===== src/rtl/led_bin_display_pwm.sv =====
// -----------------------------------------------------------------------------
// led_bin_display_pwm
//
// Purpose:
//   Drives one LED per bit of a WIDTH-bit value that is captured on a load
//   strobe. A free-running PWM counter sets the LED brightness.
//   When a new value differs from the shown one, the changed bits blink for
//   BLINK_COUNT full periods. Each period is BLINK_DIV cycles dark, then
//   BLINK_DIV cycles lit. The unchanged bits stay steady.
//
// Optional feature:
//   LED_BIN_DISPLAY_GRAY_EN - when defined, bin_number is Gray code. It is
//   converted to binary before the compare and the capture, so value_q
//   always holds binary. When the macro is undefined, bin_number is
//   captured as plain binary.
//
// Ports:
//   clock       in   1         system clock, rising edge
//   reset       in   1         synchronous, active-high
//   bin_number  in   WIDTH     value to display
//   load        in   1         capture bin_number this cycle
//   brightness  in   PWM_BITS  duty: 0 = dark, all-ones = always on
//   leds        out  WIDTH     LED drive, bit i -> weight 2^i (registered)
//   busy        out  1         high while changed bits are blinking (registered)
// -----------------------------------------------------------------------------
module led_bin_display_pwm #(
    parameter int WIDTH       = 4,
    parameter int PWM_BITS    = 4,
    parameter int BLINK_DIV   = 25000000,
    parameter int BLINK_COUNT = 3
) (
    input  logic                clock,
    input  logic                reset,
    input  logic [WIDTH-1:0]    bin_number,
    input  logic                load,
    input  logic [PWM_BITS-1:0] brightness,
    output logic [WIDTH-1:0]    leds,
    output logic                busy
);

    localparam int BL_W = $clog2(2*BLINK_COUNT + 1);
    localparam int PR_W = $clog2(BLINK_DIV);
    localparam logic [BL_W-1:0] BL_INIT = BL_W'(2*BLINK_COUNT);
    localparam logic [BL_W-1:0] BL_ONE  = BL_W'(1);
    localparam logic [PR_W-1:0] PR_LAST = PR_W'(BLINK_DIV - 1);

    typedef enum logic {SHOW, HILITE} state_t;

    state_t              state;
    logic [WIDTH-1:0]    value_q;
    logic [WIDTH-1:0]    mask_q;
    logic [PWM_BITS-1:0] pwm_cnt;
    logic [PR_W-1:0]     presc;
    logic                phase;
    logic [BL_W-1:0]     blink_left;

    // Binary form of the incoming word.
    logic [WIDTH-1:0]    bin_value;

`ifdef LED_BIN_DISPLAY_GRAY_EN
    // Binary bit i is the XOR of all Gray bits from the MSB down to bit i.
    // Each bit is a reduction of the input word, so no bit depends on
    // another bit of bin_value.
    genvar gi;
    generate
        for (gi = 0; gi < WIDTH; gi++) begin : g_gray
            assign bin_value[gi] = ^bin_number[WIDTH-1:gi];
        end
    endgenerate
`else
    assign bin_value = bin_number;
`endif

    logic             changed;
    logic             pwm_on;
    logic [WIDTH-1:0] disp;

    assign changed = load && (bin_value != value_q);

    // The all-ones brightness forces the LEDs on. A plain compare would
    // leave one dark slot in each PWM period.
    assign pwm_on  = (brightness == {PWM_BITS{1'b1}}) || (pwm_cnt < brightness);

    // Changed bits are dark in phase 0 and lit in phase 1.
    assign disp    = value_q & ~(mask_q & {WIDTH{~phase}});

    always_ff @(posedge clock) begin
        if (reset) begin
            state      <= SHOW;
            value_q    <= '0;
            mask_q     <= '0;
            pwm_cnt    <= '0;
            presc      <= '0;
            phase      <= 1'b0;
            blink_left <= '0;
            leds       <= '0;
            busy       <= 1'b0;
        end else begin
            pwm_cnt <= pwm_cnt + 1'b1;
            leds    <= pwm_on ? disp : '0;

            if (changed) begin
                // Entering HILITE and restarting inside it do the same thing.
                // A new value takes priority over a tick in the same cycle.
                value_q    <= bin_value;
                mask_q     <= bin_value ^ value_q;
                blink_left <= BL_INIT;
                phase      <= 1'b0;
                presc      <= '0;
                state      <= HILITE;
                busy       <= 1'b1;
            end else if (state == HILITE) begin
                if (presc == PR_LAST) begin
                    presc      <= '0;
                    blink_left <= blink_left - 1'b1;
                    if (blink_left == BL_ONE) begin
                        state  <= SHOW;
                        mask_q <= '0;
                        phase  <= 1'b0;
                        busy   <= 1'b0;
                    end else begin
                        phase  <= ~phase;
                        busy   <= 1'b1;
                    end
                end else begin
                    presc <= presc + 1'b1;
                    busy  <= 1'b1;
                end
            end else begin
                busy <= 1'b0;
            end
        end
    end

endmodule


===== config.mk =====
export PLATFORM = sky130hd
export DESIGN_NAME = led_bin_display_pwm
export DESIGN_NICKNAME = d
export VERILOG_FILES = /design/src/rtl/led_bin_display_pwm.sv
export SDC_FILE = /design/constraint.sdc
export NUM_CORES = 1
export LEC_CHECK = 0
export CORE_MARGIN = 2
export CORE_UTILIZATION = 61
export DETAILED_ROUTE_END_ITERATION = 10
export PLACE_DENSITY = 0.89
export SLEW_MARGIN = 30
export SYNTH_ARGS = -nofsm -noshare
export SYNTH_HDL_FRONTEND = slang
export SYNTH_SLANG_ARGS = --single-unit

===== constraint.sdc =====
create_clock -name clock -period 2.8 [get_ports clock]
set_clock_uncertainty 0.05 [all_clocks]
set_input_delay 0.56 -clock clock [delete_from_list [all_inputs] [get_ports clock]]
set_output_delay 0.56 -clock clock [all_outputs]
set_load 0.01 [all_outputs]

==> out/qor.txt, run 1 <==
outcome = finished clean
depth of the CTS H-tree = 2
Slew HR = 58.2%
largest net degree at the start of global routing = 20
final wirelength = 3.69 mm
origin of the critical flop-to-flop path = presc[13]
violation count after the first detailed-route iteration = 64
commonest non-fill, non-tap cell in the layout = dfxtp_1
Critical Path Fanout Max = 19
critical path launch point type = register
routed len/inst = 12.3 µm
number of buffers between clock root and the deepest sink = 2
count of port buffers added during placement = 15
data required time at the worst endpoint = 2.99 ns
worst slack on hold paths = 0.427 ns
worst voltage drop across the vdd grid = 0.303 mV
maximum capacitance violations = 0
Post-Synthesis Mean Instance Area = 8.97 µm²
Worst-Margin Slew = 0.627 ns
max layer used = met4
Residual DRC = 0
estimated wirelength of the detail-placed design = 2.72 mm
biggest area consumer among synthesized cells = dfxtp_1
Syn Inst Count = 234
die area = 0.00393 mm²
M1 wire length = 1.67 mm
effective utilization at floorplan = 63.4%
last weighted congestion value of the routability-driven placer = 0.856
leak pwr = 0.876 nW
cell type of the slowest stage on the worst timing path = or2_1
classification of the worst-slack hold path = reg -> reg
post-CTS setup buffer count = 0
share of final-layout standard cells stronger than drive strength 1 = 6.67%
cells along the critical path = nor4bb_1, nand4_1, nor4_4, or2_1, nor2_1
number of buffers added by the clock tree synthesis step = 5
number of vias after detailed routing = 1648
share of the synthesized area in the top cell type = 43.9%
total grt overflow = 0
synth-to-layout area growth = 11.8%
number of flops mapped to enable cells by yosys = 0
Hold Path Depth = 1
yosys warns = 0
crit path time final = 2.40 ns
number of antenna violations at the first check in global routing = 0
met3 wire len = 146 µm
ANT nets after route = 0
clock slew at reported path FFs = 0.14 ns
Synth Flop Type = dfxtp_1
Via density = 5.48
depth of the worst register-to-register path = 5
peak clock frequency supported by timing = 418 MHz
hold buffers post-CTS = 0
sequential fraction of the synthesis area = 43.9%
Setup Crit Path Kind = reg -> reg
crit end category = register
root buffer selected by CTS = clkbuf_4
Boundary Pins = 16
final design utilization = 70.9%
start point of the worst hold path = pwm_cnt[0]
reg-to-reg slack, setup = 0.40 ns
total instance count after detailed placement = 293
delay of the slowest critical-path stage = 0.57 ns
Sum Neg Setup Slack = 0 ns
total routing usage reported by global routing = 20.9%
Hold Violations, Final = 0
global-route wire length before repair = 6.56 mm
number of distinct library cells after synthesis = 35
y dimension of the die = 62.7 µm
final net count = 272
period utilization = 85.5%
Die Wd = 62.7 µm
placeable core area = 0.00331 mm²
ratio of total power to cell area = 471 mW/mm²
TritonCTS clock tree = built
top area cells in the synthesized netlist = dfxtp_1 44%, xor2_1 9.2%, nor2_1 7.0%, nand3_1 4.3%, ha_1 4.2%
wire length on met2 = 1.80 mm
Setup-failing EPs final = 0
post-route non-filler standard cell count = 301
fill count = 275
most used cells in the layout excluding fill and tap cells = 46 x dfxtp_1, 39 x nor2_1, 22 x xor2_1
vias in the first global route = 1581
clock sink count = 46
number of pins with negative max-slew slack in the final report = 0
Pre-Repair DR Iteration Count = 4
worst-skew pair later-pin latency = 0.38 ns
Worst Path Arrival = 2.59 ns
count of cells resized by post-cts repair = 0
std cell rows = 21
number of synthesized register bits = 46
antenna fix cells = 0
Post-synth ARST share = 0%
Reg-to-Reg End = presc[13]
post-synthesis instance area = 0.00210 mm²
RSZ-0062 raised after global routing = false
total nets after synthesis = 252
endpoint of the worst hold path = pwm_cnt[0]
==> cells by family after synthesis <==
| family | count (synthesis) | share of synthesized area (%) |
|---|---|---|
| AOI/OAI and AO/OA | 24 | 7.16 |
| adders and majority gates | 7 | 4.17 |
| buffers and inverters | 18 | 4.47 |
| muxes | 5 | 2.44 |
| and+or+nand+nor | 105 | 25.8 |
| DFF | 46 | 43.9 |
| xor gates and xnor gates | 29 | 12.1 |
==> stage by stage <==
step / cell area (µm²) / worst slack, ns / total power, mW
after global placement: 2290 / 0.345 / 0.793
after detailed placement: 2290 / 0.222 / 0.798
after global routing: 2350 / 0.134 / 1.15
after CTS: 2350 / 0.372 / 1.12
after floorplan: 2100 / 0.726 / 0.763
final: 2350 / 0.405 / 1.11
==> layout make-up <==
cell class	instances	area [µm²]	share of cell area, %
well taps	46	57.6	2.45
clock buffers	5	37.5	1.60
inverters	12	45.0	1.92
multi-input cells	170	1080	46.2
repair buffers	19	180	7.68
clock inverters	3	21.3	0.907
flip-flops and latches	46	921	39.3
==> worst max path at each step <==
stage                        startpoint         to  slack [ns]  cells after the start
after CTS                     presc[13]  presc[13]        0.37                      5
after global routing          presc[13]  presc[13]        0.13                      5
final                         presc[13]  presc[13]        0.40                      5
after detailed placement  bin_number[3]  presc[13]        0.22                      6
after global placement    bin_number[3]   presc[8]        0.34                      6
after floorplan           bin_number[3]  presc[10]        0.73                      8
==> cells in the mapped netlist, drive strengths merged (4+ instances only) <==
cell,instances
xor2,22
xnor2,7
ha,7
a22o,4
mux2i,4
nand2b,5
nor2,39
nand3,18
inv,12
dfxtp,46
nand2,14
nand4,6
a21oi,11
o21ai,6
==> registers in the layout, summed over array words and instances, names as in the netlist <==
name	count
blink_left	3
value_q	4
presc	25
state	1
mask_q	4
leds	4
pwm_cnt	4
phase	1
==> critical path: cells and delay by family (launching register included) <==
kind          cells  cell delay (ns)
simple gates      5             1.80
flops             1             0.41
==> report_power, final <==
group / internal, mW / switching, mW / total (mW) / leakage (nW)
Combinational: 0.0496 / 0.0463 / 0.0959 / 0.471
Sequential: 0.673 / 0.0145 / 0.688 / 0.374
Clock: 0.0978 / 0.224 / 0.322 / 0.0312
==> per-layer routing <==
| metal | up-vias | global-route usage (%) |
|---|---|---|
| li1 | 832 | - |
| met1 | 772 | 23.5 |
| met2 | 36 | 37.4 |
| met3 | 8 | 4.32 |
| met4 | 0 | 10.6 |
| met5 | - | 0 |
No activity file was read; power rests on OpenSTA's default activity.
==> run 2: changes to the inputs <==
==> constraint.sdc (replaced) <==
create_clock -name clock -period 2.8 [get_ports clock]
set_clock_uncertainty 0.05 [all_clocks]
set_input_delay 0.28 -clock clock [delete_from_list [all_inputs] [get_ports clock]]
set_output_delay 0.28 -clock clock [all_outputs]
set_load 0.01 [all_outputs]
==> out/qor.txt, run 2 (same netlist as run 1, synthesis figures left out) <==
most used cells in the layout excluding fill and tap cells = 46 x dfxtp_1, 39 x nor2_1, 22 x xor2_1
total instance count after detailed placement = 292
share of final-layout standard cells stronger than drive strength 1 = 5.91%
hold buffers post-CTS = 0
total routing usage reported by global routing = 21.5%
Boundary Pins = 16
delay of the slowest critical-path stage = 0.60 ns
data required time at the worst endpoint = 2.97 ns
worst voltage drop across the vdd grid = 0.381 mV
number of antenna violations at the first check in global routing = 0
Die Wd = 62.7 µm
Setup-failing EPs final = 0
Via density = 5.41
Seq. cell area = 921 µm²
synth-to-layout area growth = 12.4%
number of flip-flops under the largest register name = 25
global-route wire length before repair = 6.71 mm
routed len/inst = 12.7 µm
depth of the CTS H-tree = 2
final net count = 271
period utilization = 85.6%
number of buffers between clock root and the deepest sink = 2
cells along the critical path = nor4bb_1, nand4_1, nor4_4, or2_1, nor2_1
ratio of total power to cell area = 501 mW/mm²
Setup Crit Path Kind = reg -> reg
fill count = 278
y dimension of the die = 62.7 µm
clock sink count = 46
Critical Path Fanout Max = 19
Worst Path Arrival = 2.57 ns
total grt overflow = 0
number of buffers and inverters on the critical path = 0
peak clock frequency supported by timing = 417 MHz
post-placement cell area = 0.00228 mm²
Crit path max-delay family = simple AND/OR/NAND/NOR gates
number of vias after detailed routing = 1624
maximum capacitance violations = 0
Residual DRC = 0
largest net degree at the start of global routing = 20
commonest non-fill, non-tap cell in the layout = dfxtp_1
Pre-Repair DR Iteration Count = 5
critical path launch point type = register
TritonCTS clock tree = built
outcome = finished clean
final wirelength = 3.82 mm
Sum Neg Setup Slack = 0 ns
cell type of the slowest stage on the worst timing path = or2_1
last weighted congestion value of the routability-driven placer = 0.859
post-route non-filler standard cell count = 300
violation count after the first detailed-route iteration = 53
leak pwr = 0.879 nW
die area = 0.00393 mm²
number of buffers added by the clock tree synthesis step = 5
crit path time final = 2.40 ns
ANT nets after route = 0
Slew HR = 55.8%
RSZ-0062 raised after global routing = false
crit end category = register
total area of multi-input combinational cells = 0.00108 mm²
Biggest register = presc
std cell rows = 21
vias in the first global route = 1575
count of cells resized by post-cts repair = 0
root buffer selected by CTS = clkbuf_4
count of port buffers added during placement = 15
antenna fix cells = 0
worst-skew pair later-pin latency = 0.36 ns
post-CTS setup buffer count = 0
Worst-Margin Slew = 0.663 ns
placeable core area = 0.00331 mm²
number of pins with negative max-slew slack in the final report = 0
estimated wirelength of the detail-placed design = 2.88 mm
Hold Violations, Final = 0
summed area of non-filler cells in the final layout = 0.00236 mm²
classification of the worst-slack hold path = reg -> reg
clock slew at reported path FFs = 0.14 ns
effective utilization at floorplan = 63.4%
-- run 2: worst reg2reg max path, cell delays in order (launching register included) --
cell and delay (ns):
dfxtp_1 0.41, nor4bb_1 0.33, nand4_1 0.27, nor4_4 0.50, or2_1 0.60, nor2_1 0.12
-- run 2: layout make-up --
cell class                 count  area share, %
clock buffer                   6           1.75
clock inverter                 2           1.59
inverter                      12           1.91
multi-input combinational    170           45.9
sequential                    46           39.0
tap                           46           2.44
timing repair buffer          18           7.32
-- run 2: per-stage QoR --
step                utilization, %  setup slack [ns]  power [mW]  hold slack (ns)
global route                  71.2             0.189        1.23            0.473
CTS                           71.2             0.390        1.19            0.444
detailed placement            68.9             0.427       0.798            0.415
finish                        71.2             0.405        1.18            0.441
global placement              68.9             0.473       0.792            0.388
floorplan                        -             0.941       0.763            0.302
-- run 2: power by group --
| group | leakage, nW | switching [mW] | total [mW] | internal (mW) |
|---|---|---|---|---|
| Clock | 0.0385 | 0.210 | 0.398 | 0.188 |
| Sequential | 0.374 | 0.0151 | 0.688 | 0.673 |
| Combinational | 0.466 | 0.0465 | 0.0947 | 0.0482 |
| Total | 0.879 | 0.271 | 1.18 | 0.910 |
-- run 2: final timing paths --
kind,from,endpoint,slack [ns],cells past startpoint
setup reg to reg,presc[13],presc[12],0.40,5
setup / recovery,presc[13],presc[12],0.40,5
hold reg to reg,pwm_cnt[0],pwm_cnt[0],0.44,1
hold / removal,pwm_cnt[0],pwm_cnt[0],0.44,1
-- run 2: layer usage --
| layer | vias to the layer above | track usage, % | share of wire (%) |
|---|---|---|---|
| met3 | 7 | 4.86 | 3.0 |
| met5 | - | 0 | 0 |
| met2 | 22 | 38.4 | 51 |
| met1 | 763 | 24.8 | 45 |
| met4 | 0 | 8.33 | 1.5 |
| li1 | 832 | - | - |
